===== config.mk =====
export PLATFORM = sky130hd
export DESIGN_NAME = iiitb_fifo
export DESIGN_NICKNAME = d
export VERILOG_FILES = /design/src/rtl/iiitb_fifo_pkg.sv /design/src/rtl/iiitb_fifo_mem.sv /design/src/rtl/iiitb_fifo.sv
export SDC_FILE = /design/constraint.sdc
export NUM_CORES = 1
export LEC_CHECK = 0
export CORE_ASPECT_RATIO = 0.75
export CORE_MARGIN = 1
export CORE_UTILIZATION = 35
export CTS_CLUSTER_DIAMETER = 40
export DETAILED_ROUTE_END_ITERATION = 8
export PLACE_DENSITY = 0.6
export SYNTH_ARGS = -nofsm -noshare
export SYNTH_HDL_FRONTEND = slang
export SYNTH_SLANG_ARGS = --single-unit

===== constraint.sdc =====
create_clock -name clock -period 3.71 [get_ports clock]
set_input_delay 0.5565 -clock clock [delete_from_list [all_inputs] [get_ports clock]]
set_output_delay 0.5565 -clock clock [all_outputs]
set_load 0.02 [all_outputs]

===== src/rtl/iiitb_fifo_pkg.sv =====
// Shared types and defaults for the iiitb_fifo single-clock byte FIFO.
// Build option: IIITB_FIFO_OCCUPANCY_EN exposes the occupancy count on the top level.
package iiitb_fifo_pkg;

    localparam int DATA_WIDTH_DEF = 8;
    localparam int DEPTH_DEF      = 16;

    typedef logic [7:0] data_t;

    // Per-cycle operation actually carried out, after full/empty qualification.
    typedef enum logic [1:0] {
        OP_NONE = 2'b00,
        OP_PUSH = 2'b01,
        OP_POP  = 2'b10,
        OP_BOTH = 2'b11
    } fifo_op_t;

    function automatic fifo_op_t decode_op(input logic push_ok, input logic pop_ok);
        return fifo_op_t'({pop_ok, push_ok});
    endfunction

endpackage


===== src/rtl/iiitb_fifo_mem.sv =====
// Storage array for iiitb_fifo: DEPTH x DATA_WIDTH registers, one synchronous
// write port and one combinational read port. Contents are never reset.
module iiitb_fifo_mem
    import iiitb_fifo_pkg::*;
#(
    parameter int DATA_WIDTH = DATA_WIDTH_DEF,
    parameter int DEPTH      = DEPTH_DEF
) (
    input  logic                      clock,
    input  logic                      wr_en,
    input  logic [$clog2(DEPTH)-1:0]  wr_addr,
    input  logic [DATA_WIDTH-1:0]     wr_data,
    input  logic [$clog2(DEPTH)-1:0]  rd_addr,
    output logic [DATA_WIDTH-1:0]     rd_data
);

    logic [DATA_WIDTH-1:0] mem [DEPTH];

    // Write the addressed entry on an accepted push.
    always_ff @(posedge clock) begin
        if (wr_en) begin
            mem[wr_addr] <= wr_data;
        end
    end

    assign rd_data = mem[rd_addr];

endmodule


===== src/rtl/iiitb_fifo.sv =====
// Synchronous single-clock FIFO with registered read data and full/empty flags.
// Build option: define IIITB_FIFO_OCCUPANCY_EN to add the fifo_Count output.
module iiitb_fifo
    import iiitb_fifo_pkg::*;
#(
    parameter int DATA_WIDTH = DATA_WIDTH_DEF,
    parameter int DEPTH      = DEPTH_DEF
) (
    input  logic                    clock,
    input  logic                    reset,
    input  logic                    write_Enable,
    input  logic                    read_Enable,
    input  logic [DATA_WIDTH-1:0]   buffer_Input,
    output logic [DATA_WIDTH-1:0]   buffer_Output,
    output logic                    sig_Full,
`ifdef IIITB_FIFO_OCCUPANCY_EN
    output logic                    sig_Empty,
    output logic [$clog2(DEPTH):0]  fifo_Count
`else
    output logic                    sig_Empty
`endif
);

    localparam int ADDR_WIDTH = $clog2(DEPTH);
    localparam logic [ADDR_WIDTH:0] FULL_COUNT = (ADDR_WIDTH+1)'(DEPTH);

    logic [ADDR_WIDTH-1:0] wr_ptr;
    logic [ADDR_WIDTH-1:0] rd_ptr;
    logic [ADDR_WIDTH-1:0] wr_ptr_next;
    logic [ADDR_WIDTH-1:0] rd_ptr_next;
    logic [ADDR_WIDTH:0]   count;
    logic [ADDR_WIDTH:0]   count_next;
    logic                  push_ok;
    logic                  pop_ok;
    fifo_op_t              op;
    logic [DATA_WIDTH-1:0] rd_data;

    // Flags decode only the registered count, so inputs never reach them.
    assign sig_Full  = (count == FULL_COUNT);
    assign sig_Empty = (count == '0);

    // Qualify requests against pre-edge flags and work out the next pointer/count state.
    // DEPTH is a power of two, so pointer increment wraps to 0 after DEPTH-1 naturally.
    always_comb begin
        push_ok     = write_Enable & ~sig_Full;
        pop_ok      = read_Enable & ~sig_Empty;
        op          = decode_op(push_ok, pop_ok);
        wr_ptr_next = wr_ptr;
        rd_ptr_next = rd_ptr;
        count_next  = count;
        case (op)
            OP_PUSH: begin
                wr_ptr_next = wr_ptr + 1'b1;
                count_next  = count + 1'b1;
            end
            OP_POP: begin
                rd_ptr_next = rd_ptr + 1'b1;
                count_next  = count - 1'b1;
            end
            OP_BOTH: begin
                wr_ptr_next = wr_ptr + 1'b1;
                rd_ptr_next = rd_ptr + 1'b1;
            end
            default: ;
        endcase
    end

    // Pointer and occupancy registers.
    always_ff @(posedge clock or negedge reset) begin
        if (!reset) begin
            wr_ptr <= '0;
            rd_ptr <= '0;
            count  <= '0;
        end else begin
            wr_ptr <= wr_ptr_next;
            rd_ptr <= rd_ptr_next;
            count  <= count_next;
        end
    end

    // Registered read data: loads on an accepted pop, otherwise holds.
    always_ff @(posedge clock or negedge reset) begin
        if (!reset) begin
            buffer_Output <= '0;
        end else if (pop_ok) begin
            buffer_Output <= rd_data;
        end
    end

    iiitb_fifo_mem #(
        .DATA_WIDTH (DATA_WIDTH),
        .DEPTH      (DEPTH)
    ) u_mem (
        .clock   (clock),
        .wr_en   (push_ok),
        .wr_addr (wr_ptr),
        .wr_data (buffer_Input),
        .rd_addr (rd_ptr),
        .rd_data (rd_data)
    );

`ifdef IIITB_FIFO_OCCUPANCY_EN
    assign fifo_Count = count;
`endif

endmodule


# After elaboration in Yosys (flattened, before gate mapping)
# Memories as Yosys holds them, arrays and structs flattened. A register that Yosys moved wholly into a read port is not among the register bits.
# Index checks and enable logic that the tools add are counted.
# W data, S select, Z words.
[word_totals] register_bits=13 latchBits=0 ramBits=128 romBits=0 wordCells=24 memories=1
[op_classes] n_addsub=4 mul=0 div=0 magnitude_cmp=0 n_eq_ne=4 shifts=0 n_mux=3 bitwise_logic=4 reduce_logical=5
[memory_table] memory="u_mem.mem" depth=16 width=8 rd=1 rd_ports_with_merged_regs=1 wr=1 line="iiitb_fifo_mem.sv:17" rtl="logic [DATA_WIDTH-1:0] mem [DEPTH];"
[ops] operator="$pmux W5 S2" count=1
[ops] operator="$add A4 B1 Y4 const B" count=2
[ops] operator="$add A5 B1 Y5 const B" count=1
[ops] operator="$eq A5 B5 Y1 const B" count=1
[ops] operator="$logic_not A5 Y1" count=1
[ops] operator="$sub A5 B1 Y5 const B" count=1
[ops] operator="$eq A2 B2 Y1 const B" count=2
[ops] operator="$reduce_or A2 Y1" count=2
[ops] operator="$and A1 B1 Y1" count=2
[ops] operator="$eq A2 B1 Y1 const B" count=1
[ops] operator="$mux W1" count=2
[ops] operator="$not A1 Y1" count=2
[ops] operator="$reduce_bool A2 Y1" count=1
[ops] operator="$logic_not A1 Y1" count=1

# Longest topological paths before layout
# Gate-level depths: netlist (run 1).
[logic_depth] word_depth=5 depth_mapped=13

# Cells and area by module
# From an unflattened synthesis (run 1), not the netlist that was laid out.
[unflattened] hier_cells=310 hier_area_um2=6068.3
[modules_own_cells] module="iiitb_fifo_mem" instances=1 cells_per_inst=221 area_each_um2=4987.3 seq_area_each_um2=3843.7
[modules_own_cells] module="iiitb_fifo" instances=1 cells_per_inst=89 area_each_um2=1081.0 seq_area_each_um2=525.5

# Worst setup path after synthesis (run 1)
# No wires, ideal clock.
[synth_path] path_kind="reg2reg" startpoint="register count[1]" endpoint="register count[4]" setup_time_ns=0.126 arrival_time_ns=2.774 required_ns=3.584 setup_slack_ns=0.809 stages_incl_launch_ff=11 n_path_buf=0 synth_period_minus_slack_ns=2.901 path_cell_list="dfrtp_1 > or4_4 > o21ai_4 > inv_2 > ha_1 > ha_1 > nor2b_1 > o21ai_0 > a21oi_1 > or3b_2 > xnor2_1"
[synth_between] elab_chain_len=5 elab_cells_between_ends=12 classes_between="2 x add/sub; 3 x eq/ne; 1 x mux; 4 x bitwise; 2 x reduce/logical"
[synth_lines] item="start, declared" line="iiitb_fifo.sv:31" rtl="logic [ADDR_WIDTH:0] count;"
[synth_lines] item="start signal, assigned" line="iiitb_fifo.sv:77" rtl="count <= count_next;"
[synth_lines] item="$logic_not A5 Y1 *" line="iiitb_fifo.sv:40" rtl="assign sig_Empty = (count == '0);"
[synth_lines] item="$not A1 Y1 *" line="iiitb_fifo.sv:46" rtl="pop_ok = read_Enable & ~sig_Empty;"
[synth_lines] item="$and A1 B1 Y1 *" line="iiitb_fifo.sv:46"
[synth_lines] item="net pop_ok" line="iiitb_fifo.sv:34" rtl="logic pop_ok;"
[synth_lines] item="$eq A2 B2 Y1 / $eq A2 B1 Y1 (equally long branches)" line="iiitb_fifo.sv:51" rtl="case (op)"
[synth_lines] item="$pmux W5 S2 / $reduce_bool A2 Y1 (equally long branches)"
# Mark *: on every way through the listed nets, which the timed path passes. The rest lies on a longest branch.
# A chain may end at the register's enable or synchronous reset.

# Final worst setup path (run 1)
# Same ends and word-level chain as after synthesis.

==> flow_metrics.env, run 1 <==
export IMPL_status="finished clean"
export IMPL_post_cts_resized_instances=0
export IMPL_ys_ff_latch=149
export IMPL_viasPerCell=5.07
export IMPL_fin_worst_skew_ns=0.00870
export IMPL_cts_made_buffers=17
export IMPL_antenna_cells=0
export IMPL_finalSetupViolCount=0
export IMPL_min_period_ns=2.99
export IMPL_ys_types=33
export IMPL_wl_um=11900
export IMPL_cts_path_max_buffers=2
export IMPL_finalWorstSetupSlack_ns=0.724
export IMPL_die_area_sq_mm=0.0176
export IMPL_coreArea_sq_mm=0.0164
export IMPL_ioPinCount=22
export IMPL_fmax_mhz=335
export IMPL_clk_latency_ns=0.41
export IMPL_grt_max_degree=35
export IMPL_cp_cell_sequence="or4_4 -> o21ai_4 -> inv_2 -> ha_1 -> ha_1 -> nor2b_1 -> o21ai_0 -> a21oi_1 -> or3b_2 -> xnor2_1"
export IMPL_ys_warn_count=0
export IMPL_gp_congestion=0.718
export IMPL_crit_buf_inv=1
export IMPL_final_cell_mix="edfxtp_1 (128), mux4_2 (33), nand2_1 (30), dfrtp_1 (21), clkdlybuf4s50_1 (21)"
export IMPL_initial_utilization_pct=36.5
export IMPL_die_y_um=115
export IMPL_drcViolationCount=0
export IMPL_die_w_um=153
export IMPL_crit_path_max_fanout=6
export IMPL_timing_worst_slew_pin_value_ns=0.938
export IMPL_slew_headroom_pct=37.3
export IMPL_netlist_area_sq_mm=0.00598
export IMPL_synth_cells=321
export IMPL_crit_family="simple AND/OR/NAND/NOR gates"
export IMPL_fin_nets=377
export IMPL_hpwl_um=7750
export IMPL_crit_path_start_kind="register"
export IMPL_drt_iter0_drc=290
export IMPL_grt_remaining_overflow=0
export IMPL_cp_common_cell="ha_1"
export IMPL_num_vias=2913
export IMPL_synth_fp_nets=345
export IMPL_post_route_cell_area_sq_mm=0.00699
export IMPL_avgSynthCellArea_sq_um=18.6
export IMPL_cts_root_buf="clkbuf_16"
export IMPL_drtAntennaViolNets=0
export IMPL_first_pass_iters=4
export IMPL_clk_pin_slew_ns=0.06
export IMPL_grt_pass1_wl_um=18200
export IMPL_p_leak_uw=0.00236
export IMPL_crit_slowest_cell="or4_4"
export IMPL_mostFrequentLayoutCell="edfxtp_1"
export IMPL_power_density_mw_per_mm2=788
export IMPL_crit_required_ns=4.00
export IMPL_worstHoldPathType="reg -> reg"
export IMPL_grt_util_all_layers_pct=14.7
export IMPL_drv_slew=0
export IMPL_fin_crit_sh_pct=80.5
export IMPL_post_cts_buffers=0
export IMPL_h_tree_depth=4
export IMPL_crit_type="reg -> reg"
export IMPL_cap_violations=0
export IMPL_wire_per_inst_um=20.7
export IMPL_grt_pass1_vias=2928
export IMPL_critPathMaxStageDelay_ns=0.57
export IMPL_endpoint_kind="register"
export IMPL_cp_data_arrival_time_ns=3.27
export IMPL_fillers=1411
export IMPL_dpl_instance_area_sq_mm=0.00643
export IMPL_antenna_found_initial=0
export IMPL_drive_gt1_share_pct=20.5
export IMPL_ys_seq_area_share_pct=73.1
export IMPL_rows=40
export IMPL_cts_tree="done"
export IMPL_ir_drop_uv=344
export IMPL_postCtsHoldBufs=0
export IMPL_io_buffers=21
export IMPL_synthToLayoutAreaGrowth_pct=16.9
export IMPL_hold_viol=0
export IMPL_clock_sinks=149
export IMPL_fin_tns_setup_ns=0
export IMPL_rsz0062_at_grt="no"
export IMPL_dpl_worst_slack_ns=0.637
## cell usage after synthesis (all sizes together)
cell    instances  area [sq um]
dfrtp          21           526
mux2            1          11.3
nor4            1          6.26
a21o            1          7.51
clkbuf          5          18.8
buf            11          65.1
nand2b          3          18.8
o21ai          13          76.3
nor2b           1          6.26
nand3           2          10.0
nand4           1          6.26
mux4           33           743
inv             9          33.8
or2             1          6.26
fa              1          20.0
or3b            1          8.76
and2            1          6.26
nand2          30           113
nor3            4          20.0
xor2            3          26.3
edfxtp        128          3840
a21oi           2          10.0
or4             1          11.3
xnor2           7          61.3
ha             11           138
o221ai          7          61.3
nor2           15          56.3
mux2i           7          70.1
## worst min-delay path, stage by stage, from the launching register on
cell and delay, ns:
dfrtp_1 0.35, nand2_1 0.05, o21ai_0 0.06
## worst paths after layout
| kind | start | endpoint | slack, ns | depth (start not counted) |
|---|---|---|---|---|
| min | buffer_Output[3] | buffer_Output[3] | 0.48 | 2 |
| max | count[1] | count[4] | 0.72 | 10 |
| max in group asynchronous | reset | buffer_Output[7] | 2.46 | 1 |
| max reg2reg | count[1] | count[4] | 0.72 | 10 |
| min in group asynchronous | reset | buffer_Output[6] | 0.67 | 1 |
| min reg2reg | buffer_Output[3] | buffer_Output[3] | 0.48 | 2 |
## report_power, final
part,leakage (uW),total [uW],switching (uW),internal (uW)
Sequential,0.00141,2340,253,2090
Clock,0.000271,1650,659,991
Combinational,0.000686,1520,792,725
Total,0.00236,5510,1700,3800
## cell families after synthesis
| group | after synthesis | share of synthesized area [%] |
|---|---|---|
| muxes | 41 | 13.8 |
| AOI/OAI and AO/OA | 23 | 2.59 |
| xor gates and xnor gates | 10 | 1.46 |
| DFF | 149 | 73.1 |
| buffers and inverters | 25 | 1.97 |
| and+or+nand+nor | 61 | 4.50 |
| adders and majority gates | 12 | 2.64 |
## sequential cells by signal, indices dropped and copies added, names as in the netlist
| signal | flops |
|---|---|
| buffer_Output | 8 |
| u_mem.mem | 128 |
| wr_ptr | 4 |
| count | 5 |
| rd_ptr | 4 |
## area by class of cell
type / count / area, sq um / share of cell area, %
flip-flops and latches: 149 / 4370 / 62.5
well taps: 210 / 263 / 3.76
repair buffers: 29 / 270 / 3.87
clock buffers: 20 / 437 / 6.25
clock inverters: 11 / 125 / 1.79
inverters: 9 / 33.8 / 0.483
multi-input cells: 147 / 1490 / 21.4
## layer usage
metal	track usage (%)	wire, um
met5	0	0
met4	4.24	47
met3	3.88	959
met2	20.3	5120
met1	22.5	5760
## per-stage QoR
| stage | power, uW | hold slack, ns | utilization (%) | instances |
|---|---|---|---|---|
| finish | 5510 | 0.483 | 42.7 | 575 |
| global route | 5780 | 0.514 | 42.7 | 575 |
| CTS | 5560 | 0.485 | 42.7 | 575 |
| detailed placement | 3910 | 0.471 | 39.3 | 544 |
| global placement | 3890 | 0.464 | 39.3 | 544 |
| floorplan | 3380 | 0.261 | - | 321 |
Power figures use the tool's default switching activity.
==> run 2: changes to the inputs <==
==> constraint.sdc (replaced) <==
create_clock -name clock -period 3.1 [get_ports clock]
set_input_delay 0.465 -clock clock [delete_from_list [all_inputs] [get_ports clock]]
set_output_delay 0.465 -clock clock [all_outputs]
set_load 0.02 [all_outputs]
==> flow_metrics.env, run 2 (synthesized netlist as in run 1, its figures left out) <==
export IMPL_status="finished clean"
export IMPL_whs_endpoint="buffer_Output[6]"
export IMPL_fin_crit_sh_pct=93.5
export IMPL_rsz0062_at_grt="no"
export IMPL_critPathMaxStageDelay_ns=0.57
export IMPL_p_sw_uw=2050
export IMPL_die_y_um=115
export IMPL_fin_tns_setup_ns=0
export IMPL_wire_per_inst_um=20.6
export IMPL_cap_violations=0
export IMPL_first_pass_iters=4
export IMPL_place_inst=559
export IMPL_die_area_sq_mm=0.0176
export IMPL_cts_root_buf="clkbuf_16"
export IMPL_io_buffers=21
export IMPL_timing_worst_slew_pin_value_ns=0.935
export IMPL_finalSetupViolCount=0
export IMPL_grt_util_all_layers_pct=15.3
export IMPL_slew_headroom_pct=37.5
export IMPL_p_leak_uw=0.00243
export IMPL_hold_viol=0
export IMPL_crit_required_ns=3.39
export IMPL_die_w_um=153
export IMPL_crit_path_max_fanout=6
export IMPL_cp_cell_sequence="or4_4 -> o21ai_4 -> inv_2 -> ha_2 -> ha_1 -> nor2b_1 -> o21ai_0 -> a21oi_1 -> or3b_2 -> xnor2_1"
export IMPL_hpwl_um=8040
export IMPL_final_cell_mix="edfxtp_1 (128), mux4_2 (33), nand2_1 (30), buf_4 (22)"
export IMPL_antenna_cells=0
export IMPL_crit_path_start_kind="register"
export IMPL_min_period_ns=2.90
export IMPL_grt_remaining_overflow=0
export IMPL_reg2reg_to="count[4]"
export IMPL_initial_utilization_pct=36.5
export IMPL_antenna_found_initial=0
export IMPL_cp_data_arrival_time_ns=3.18
export IMPL_crit_slowest_cell="or4_4"
export IMPL_p_comb_share_pct=28.7
export IMPL_crit_type="reg -> reg"
export IMPL_top_regs="u_mem.mem: 128 flops, buffer_Output: 8 flops, count: 5 flops"
export IMPL_largest_reg_flops=128
export IMPL_synthToLayoutAreaGrowth_pct=18.6
export IMPL_clk_latency_ns=0.41
export IMPL_clock_sinks=149
export IMPL_fin_nets=392
export IMPL_endpoint_kind="register"
export IMPL_postCtsHoldBufs=0
export IMPL_h_tree_depth=4
export IMPL_ir_drop_uv=428
export IMPL_cts_tree="done"
export IMPL_fin_worst_skew_ns=0.0124
export IMPL_wl_um=12200
export IMPL_grt_pass1_vias=3076
export IMPL_fin_util_pct=43.4
export IMPL_fin_cells=590
export IMPL_worstHoldStart="buffer_Output[6]"
export IMPL_post_cts_resized_instances=0
export IMPL_gp_congestion=0.728
export IMPL_clk_pin_slew_ns=0.06
export IMPL_worstHoldPathType="reg -> reg"
export IMPL_grt_pass1_wl_um=19000
export IMPL_drive_gt1_share_pct=23.7
export IMPL_viasPerCell=5.06
export IMPL_rr_worst_depth=10
export IMPL_drt_iter0_drc=294
export IMPL_num_vias=2987
export IMPL_p_int_uw=4520
export IMPL_power_density_mw_per_mm2=926
export IMPL_drv_slew=0
export IMPL_drcViolationCount=0
export IMPL_drtAntennaViolNets=0
export IMPL_swShare_pct=31.2
export IMPL_worstHoldPathCells=2
export IMPL_fmax_mhz=345
export IMPL_top_register="u_mem.mem"
export IMPL_coreArea_sq_mm=0.0164
export IMPL_rows=40
export IMPL_cts_path_max_buffers=2
export IMPL_clockPowerShare_pct=28.7
export IMPL_regToRegSetupSlack_ns=0.20
export IMPL_cts_made_buffers=17
export IMPL_reg2reg_from="count[1]"
export IMPL_mostFrequentLayoutCell="edfxtp_1"
export IMPL_post_cts_buffers=0
export IMPL_seqPwrFrac_pct=42.6
export IMPL_ioPinCount=22
export IMPL_grt_max_degree=31
run 2: cell count changes in the layout (fill, tap and decap cells not counted):
cell        before  now
clkinvlp_4       2    3
buf_4            8   22
clkinv_4         0    1
bufinv_16        2    1
buf_12           0    1
inv_6            4    3
ha_1            11   10
clkinv_2         3    2
clkinv_1         0    1
ha_2             0    1
run 2: metal layers:
| metal | vias to the layer above | wire length, um | global-route usage, % |
|---|---|---|---|
| met4 | 0 | 85 | 5.39 |
| li1 | 1343 | - | - |
| met1 | 1531 | 5680 | 22.6 |
| met2 | 104 | 5300 | 21.4 |
| met3 | 9 | 1090 | 4.30 |
| met5 | - | 0 | 0 |
run 2: power groups by stage:
| stage | Sequential [uW] | Clock (uW) | Combinational (uW) |
|---|---|---|---|
| 6_report | 2800 | 1890 | 1890 |
| 5_1_grt | 2840 | 2020 | 2060 |
| 4_1_cts | 2810 | 1930 | 1920 |
| 3_5_place_dp | 2840 | 0 | 1910 |
| 3_3_place_gp | 2820 | 0 | 1890 |
| 2_1_floorplan | 2710 | 0 | 1330 |
run 2: critical path: cells and delay by family (launching register included):
kind | cells | cell delay (ns)
fa+ha+maj | 2 | 0.54
buf+inv | 1 | 0.08
simple gates | 3 | 1.16
xor+xnor | 1 | 0.13
flops | 1 | 0.42
compound gates | 3 | 0.44
run 2: worst max path at each step:
stage                             from       end  slack, ns  cells past startpoint
after floorplan               count[1]  count[4]       0.20                     10
after global placement    write_Enable  count[4]       0.16                     10
after detailed placement      count[1]  count[4]       0.16                     10
after CTS                     count[1]  count[4]       0.15                     10
after global routing          count[0]  count[4]       0.03                     12
final                         count[1]  count[4]       0.20                     10
run 2: stage by stage:
step	setup slack [ns]	total power (uW)	cell area [sq um]	hold slack (ns)
6_report	0.203	6570	7100	0.475
5_1_grt	0.0344	6920	7100	0.519
4_1_cts	0.147	6650	7090	0.481
3_5_place_dp	0.161	4750	6560	0.466
3_3_place_gp	0.157	4710	6560	0.464
2_1_floorplan	0.199	4050	5980	0.169
run 2: final cells by class:
type	count	area, sq um
Clock buffer	20	437
Inverter	9	33.8
Multi-Input combinational cell	147	1500
Fill cell	1398	9270
Timing Repair Buffer	44	395
Tap cell	210	263
Clock inverter	11	101
Sequential cell	149	4370
